### config.mk
export PLATFORM = sky130hd
export DESIGN_NAME = vector_load_unit
export DESIGN_NICKNAME = d
export VERILOG_FILES = /design/src/rtl/vload_pkg.sv /design/src/rtl/vload_addr_gen.sv /design/src/rtl/vector_load_unit.sv
export SDC_FILE = /design/constraint.sdc
export NUM_CORES = 1
export LEC_CHECK = 0
export CAP_MARGIN = 20
export CORE_ASPECT_RATIO = 1.2
export CORE_MARGIN = 2
export CORE_UTILIZATION = 46
export CTS_CLUSTER_DIAMETER = 100
export DETAILED_ROUTE_END_ITERATION = 7
export GPL_TIMING_DRIVEN = 0
export PLACE_DENSITY = 0.85
export SYNTH_ARGS = -nofsm -noshare
export SYNTH_HDL_FRONTEND = slang
export SYNTH_HIERARCHICAL = 1
export SYNTH_SLANG_ARGS = --single-unit
### constraint.sdc
create_clock -name clk -period 3.3 [get_ports clk]
set_clock_uncertainty 0.1 [all_clocks]
set_input_delay 0.99 -clock clk [delete_from_list [all_inputs] [get_ports clk]]
set_output_delay 0.99 -clock clk [all_outputs]
set_load 0.1 [all_outputs]
### src/rtl/vload_pkg.sv
// -----------------------------------------------------------------------------
// vload_pkg
// Shared definitions for the vector load unit: FSM state encoding and the
// geometry of a vector register (4 lanes of 32-bit words = 128 bits).
// -----------------------------------------------------------------------------
package vload_pkg;

   localparam int VLOAD_LANES = 4;    // lanes per vector register
   localparam int WORD_W      = 32;   // data memory word width
   localparam int VREG_W      = 128;  // vector register width
   localparam int LANE_W      = 2;    // lane (column) index width
   localparam int VREG_ADDR_W = 4;    // vector register (row) index width

   // Index of the final lane; reaching it ends the command.
   localparam logic [LANE_W-1:0] LAST_LANE = LANE_W'(VLOAD_LANES - 1);

   typedef enum logic [2:0] {
      S_IDLE,
      S_REQ,
      S_WAIT,
      S_WRITE,
      S_DONE
   } vload_state_e;

endpackage

### src/rtl/vload_addr_gen.sv
// -----------------------------------------------------------------------------
// vload_addr_gen
// Lane address generator for the vector load unit. Produces
// base + lane*stride (mod 2^ADDR_W) without a multiplier: the base is loaded
// when a command is accepted and the latched stride is added once per lane.
//
// Ports:
//   clk, reset   clock, asynchronous active-high reset
//   load         accept a new command: addr <= base, stride latched
//   step         advance to the next lane: addr <= addr + stride
//   base         base word address of the command
//   stride       word stride between lanes
//   addr         registered memory word address for the current lane
// -----------------------------------------------------------------------------
module vload_addr_gen
   import vload_pkg::*;
#(
   parameter int ADDR_W = 16
) (
   input  logic              clk,
   input  logic              reset,
   input  logic              load,
   input  logic              step,
   input  logic [ADDR_W-1:0] base,
   input  logic [ADDR_W-1:0] stride,
   output logic [ADDR_W-1:0] addr
);

   logic [ADDR_W-1:0] addr_q, addr_d;
   logic [ADDR_W-1:0] stride_q, stride_d;

   always_comb begin
      // NOTE: every signal written here gets a default first, so no path
      // leaves it unassigned and no latch is inferred.
      addr_d   = addr_q;
      stride_d = stride_q;
      if (load) begin
         addr_d   = base;
         stride_d = stride;
      end else if (step) begin
         // Natural truncation gives the required wrap-around at 2^ADDR_W.
         addr_d = addr_q + stride_q;
      end
   end

   always_ff @(posedge clk or posedge reset) begin
      // NOTE: sequential state uses non-blocking assignments so every flop
      // samples its _d value from before the edge, independent of order.
      if (reset) begin
         addr_q   <= '0;
         stride_q <= '0;
      end else begin
         addr_q   <= addr_d;
         stride_q <= stride_d;
      end
   end

   assign addr = addr_q;

endmodule

### src/rtl/vector_load_unit.sv
// -----------------------------------------------------------------------------
// vector_load_unit
// Loads one 128-bit vector register from 32-bit data memory as four word
// reads (lanes 0..3), writing each word into the register set through its
// row/column lane-write port. One command at a time; 'done' pulses for one
// cycle once all four lanes are written.
//
// Build option: define VLOAD_STRIDE_EN to add the cmd_stride port (lane
// addresses base + lane*stride). Without it the stride is fixed to 1.
//
// Ports:
//   clk, reset          clock, asynchronous active-high reset
//   cmd_valid/ready     command handshake (ready only while idle)
//   cmd_addr, cmd_rd    base word address, destination vector register
//   cmd_stride          lane stride (VLOAD_STRIDE_EN only)
//   mem_req/addr/gnt    memory read request, held until granted
//   mem_rvalid/rdata    memory read response
//   writeEnable, mem_load_enable, writeAddressR, writeAddressC, writeData
//                       register-set lane write port
//   busy, done          command in progress, completion pulse
// -----------------------------------------------------------------------------
module vector_load_unit
   import vload_pkg::*;
#(
   parameter int ADDR_W = 16
) (
   input  logic                   clk,
   input  logic                   reset,
   input  logic                   cmd_valid,
   output logic                   cmd_ready,
   input  logic [ADDR_W-1:0]      cmd_addr,
   input  logic [VREG_ADDR_W-1:0] cmd_rd,
`ifdef VLOAD_STRIDE_EN
   input  logic [ADDR_W-1:0]      cmd_stride,
`endif
   output logic                   mem_req,
   output logic [ADDR_W-1:0]      mem_addr,
   input  logic                   mem_gnt,
   input  logic                   mem_rvalid,
   input  logic [WORD_W-1:0]      mem_rdata,
   output logic                   writeEnable,
   output logic                   mem_load_enable,
   output logic [VREG_ADDR_W-1:0] writeAddressR,
   output logic [LANE_W-1:0]      writeAddressC,
   output logic [VREG_W-1:0]      writeData,
   output logic                   busy,
   output logic                   done
);

   vload_state_e           state_q, state_d;
   logic [LANE_W-1:0]      lane_q, lane_d;
   logic [VREG_ADDR_W-1:0] rd_q, rd_d;
   logic [WORD_W-1:0]      word_q, word_d;
   logic [VREG_ADDR_W-1:0] wr_row_q, wr_row_d;
   logic [LANE_W-1:0]      wr_col_q, wr_col_d;

   logic              addr_load;
   logic              addr_step;
   logic [ADDR_W-1:0] stride_in;

`ifdef VLOAD_STRIDE_EN
   assign stride_in = cmd_stride;
`else
   assign stride_in = ADDR_W'(1);
`endif

   // ---------------------------------------------------------------------
   // Next-state logic
   // ---------------------------------------------------------------------
   always_comb begin
      state_d   = state_q;
      lane_d    = lane_q;
      rd_d      = rd_q;
      word_d    = word_q;
      wr_row_d  = wr_row_q;
      wr_col_d  = wr_col_q;
      addr_load = 1'b0;
      addr_step = 1'b0;

      unique case (state_q)
         S_IDLE: begin
            if (cmd_valid) begin
               rd_d      = cmd_rd;
               lane_d    = '0;
               addr_load = 1'b1;
               state_d   = S_REQ;
            end
         end
         S_REQ: begin
            // Request and address stay put until the memory grants.
            if (mem_gnt) begin
               state_d = S_WAIT;
            end
         end
         S_WAIT: begin
            // Write-port fields are registered here so they are stable for
            // the whole WRITE cycle. rvalid seen in any other state is a
            // stale response and is dropped.
            if (mem_rvalid) begin
               word_d   = mem_rdata;
               wr_row_d = rd_q;
               wr_col_d = lane_q;
               state_d  = S_WRITE;
            end
         end
         S_WRITE: begin
            if (lane_q == LAST_LANE) begin
               state_d = S_DONE;
            end else begin
               lane_d    = lane_q + LANE_W'(1);
               addr_step = 1'b1;
               state_d   = S_REQ;
            end
         end
         S_DONE: begin
            state_d = S_IDLE;
         end
         default: begin
            state_d = S_IDLE;
         end
      endcase
   end

   always_ff @(posedge clk or posedge reset) begin
      if (reset) begin
         state_q  <= S_IDLE;
         lane_q   <= '0;
         rd_q     <= '0;
         word_q   <= '0;
         wr_row_q <= '0;
         wr_col_q <= '0;
      end else begin
         state_q  <= state_d;
         lane_q   <= lane_d;
         rd_q     <= rd_d;
         word_q   <= word_d;
         wr_row_q <= wr_row_d;
         wr_col_q <= wr_col_d;
      end
   end

   vload_addr_gen #(
      .ADDR_W (ADDR_W)
   ) u_addr_gen (
      .clk    (clk),
      .reset  (reset),
      .load   (addr_load),
      .step   (addr_step),
      .base   (cmd_addr),
      .stride (stride_in),
      .addr   (mem_addr)
   );

   // Control outputs decode only the registered state.
   assign cmd_ready       = (state_q == S_IDLE);
   assign busy            = (state_q != S_IDLE);
   assign mem_req         = (state_q == S_REQ);
   assign writeEnable     = (state_q == S_WRITE);
   assign mem_load_enable = (state_q == S_WRITE);
   assign done            = (state_q == S_DONE);

   assign writeAddressR = wr_row_q;
   assign writeAddressC = wr_col_q;
   assign writeData     = {{(VREG_W - WORD_W){1'b0}}, word_q};

endmodule

==> impl_metrics.csv <==
group,metric,value,unit
die,io_pins,213,
sta,slew_headroom,32.72,%
setup_path,path_max_fanout,8,
die,die_h,116.1,um
placement,dp_hpwl,8696,um
die,std_cell_rows,40,
placement,dp.cells,775,
layout,insertedDiodeCount,0,
clocking,clk_path_buf_depth,2,
synth,synth.top_cells.by_count,"100 x buf_4, 79 x dfrtp_1, 39 x mux2_2, 22 x o21ai_0, 20 x mux2_4",
sta,setup_viol,0,
sta,whs,0.4042,ns
sta,fin_crit,3.151,ns
clocking,cts-htree-levels,3,
setup_path,reg2reg_from,"u_addr_gen/addr[0]$_DFFE_PP0P_",
setup_path,crit_type,"flop to output pin",
sta,worst_pin_slew,1.006,ns
grt,antenna_found_initial,0,
grt,grt_pass1_vias,3666,
setup_path,arrival,2.06,ns
clocking,cts_root_buffer,"clkbuf_16",
drt,firstDrtPassIters,4,
min_path,min_path_type,"flop to flop",
sta,hold_violations,0,
placement,globalplace.congestion,1.085,
clocking,post-cts-setup-buffers,0,
drt,postRouteAntennaNets,0,
clocking,clk_pin_slew,0.06,ns
synth,synth_top_area_cell,"dfrtp_1",
layout,utilization,68.45,%
sta,drv_slew,0,
min_path,worstHoldStart,"rd_q[2]$_DFFE_PP0P_",
clocking,cts_buffers,9,
drt,vias,3641,
clocking,clock_sinks,79,
setup_path,cp.required,2.21,ns
setup_path,crit_path_end_kind,"output pin",
layout,fin_cells,791,
drt,detail_route.wl_per_cell,13.94,um
die,die_area,0.01130,mm^2
layout,area_growth,43.77,%
die,die_x,97.38,um
layout,final_nets,734,
synth,synth_edf_count,0,
setup_path,worstSetupStartpoint,"state_q[2]$_DFFE_PP0P_",
grt,grt_start_max_net_pins,45,
sta,fmax,0.3174,GHz
die,coreArea,0.01011,mm^2
synth,synthDistinctLibCells,54,
grt,grt-ovfl-total,0,
drt,vias_per_cell,4.603,
clocking,cts_tree,"built",
drt,wl_met1,3905,um
drt,wl_met3,1237,um
drt,drtIter0Drc,111,
outcome,status,"completed",
synth,synthTopCellsByArea,"dfrtp_1 41%, buf_4 16%, mux2_2 9.1%, mux2_4 6.2%, ha_1 4.2%",
setup_path,rrSetupSlack,0.82,ns
grt,grt_pass1_wl,17620,um
synth,synth-seq-area-share,41.07,%
clocking,insertion_delay,0.33,ns
synth,avgSynthCellArea,11.43,um^2
synth,synth-async-reset-ratio,100.0,%
drt,top_layer_used,"met4",
synth,yosysMostFrequentCell,"buf_4",
synth,yosysTopAreaCellShare,41.07,%
sta,fin_tns_setup,0,ns
sta,rsz0062_at_grt,"false",
synth,syn_inst,421,
grt,grtUsageTotal,19.56,%
synth,ys.flop_type,"dfrtp_1",
synth,syn_area,0.004813,mm^2
placement,io_buffers,116,
layout,drive_gt1_share,30.23,%
drt,dr_wl_met2,5682,um
synth,ys_seq_elements,79,
die,initial_core_util,47.61,%
drt,drt-total-wl,11020,um
drt,route.detailed.drc,0,
setup_path,cp-start-kind,"flop",
sta,period_share,95.47,%
synth,yosys_warnings,6,
run,maxCapViolations,0,
-- state kept, by name, indices dropped and copies added (netlist names) --
| register | flops |
|---|---|
| u_addr_gen/stride_q | 16 |
| writeAddressC | 2 |
| u_addr_gen/addr | 16 |
| rd_q | 4 |
| lane_q | 2 |
| state_q | 3 |
| writeAddressR | 4 |
| word_q | 32 |
-- cells in the final DEF (no fill, tap or decap), types with 2 or more instances in the layout --
cell type and n:
and2_1 2, o21bai_1 3, clkdlybuf4s50_1 110, ha_1 16
a21oi_1 19, xor2_1 3, conb_1 112, dlygate4sd2_1 5
nand2b_1 2, mux2_2 39, a211oi_1 3, buf_2 2
a21o_1 5, buf_4 100, buf_6 6, nor2_1 10
bufinv_16 2, xnor2_1 11, mux2i_1 6, clkbuf_1 4
nand2_1 17, clkinvlp_4 2, a22oi_1 6, clkbuf_16 9
mux2_4 20, buf_12 3, a21oi_2 2, nand4_1 4
inv_1 5, o21ai_0 22, nor3b_1 3, dfrtp_1 79
-- layout make-up --
cell class / count / area [um^2]
Fill cell: 775 / 3189
Multi-Input combinational cell: 331 / 2338
Sequential cell: 79 / 1977
Timing Repair Buffer: 118 / 1205
Buffer: 115 / 888.4
Clock buffer: 10 / 239.0
Tap cell: 126 / 157.7
Clock inverter: 6 / 92.59
Inverter: 6 / 22.52
-- stage by stage --
| stage | setup slack, ns | instance area [um^2] |
|---|---|---|
| 6_report | 0.1495 | 6920 |
| 5_1_grt | 0.07875 | 6920 |
| 4_1_cts | 0.08019 | 6918 |
| 3_5_place_dp | 0.2122 | 6593 |
| 3_3_place_gp | 0.1914 | 6545 |
| 2_1_floorplan | -0.5054 | 5226 |
-- cell families (layout without fill, tap and decap cells) --
kind of cell / after synthesis / count (layout) / share of synthesized area [%]
AOI/OAI and AO/OA: 72 / 72 / 9.852
buffers and inverters: 121 / 255 / 18.92
adders and majority gates: 17 / 17 / 4.575
DFF: 79 / 79 / 41.07
other: 2 / 112 / 0.1560
xor gates and xnor gates: 14 / 14 / 2.547
and+or+nand+nor: 51 / 51 / 6.265
muxes: 65 / 65 / 16.61
-- repair_timing --
action	CTS	global route
pin swaps	0	0
setup endpoints to repair	5	1
hold endpoints to repair	0	0
hold buffers	0	0
gates resized for setup	5	1
-- worst max-delay path, stage by stage (launching register included) --
cell and delay, ns:
dfrtp_1 0.48, and3b_1 0.30, buf_4 0.11, dlygate4sd2_1 0.83
-- worst paths after layout --
kind / to / depth (start not counted)
max: writeEnable / 3
min in group asynchronous: writeAddressR[1]$_DFFE_PP0P_ / 2
max reg2reg: u_addr_gen/addr[12]$_DFFE_PP0P_ / 8
max in group asynchronous: u_addr_gen/addr[6]$_DFFE_PP0P_ / 3
min: writeAddressR[2]$_DFFE_PP0P_ / 1
min reg2reg: writeAddressR[2]$_DFFE_PP0P_ / 1
-- metal layers --
| layer | global-route usage (%) | vias up |
|---|---|---|
| li1 | - | 1721 |
| met4 | 6.944 | 0 |
| met3 | 9.710 | 23 |
| met1 | 19.66 | 1695 |
| met2 | 35.31 | 202 |
| met5 | 0 | - |
Power is not shown: default switching activity piles up to over one toggle a cycle in this logic, so the estimate is an artifact.
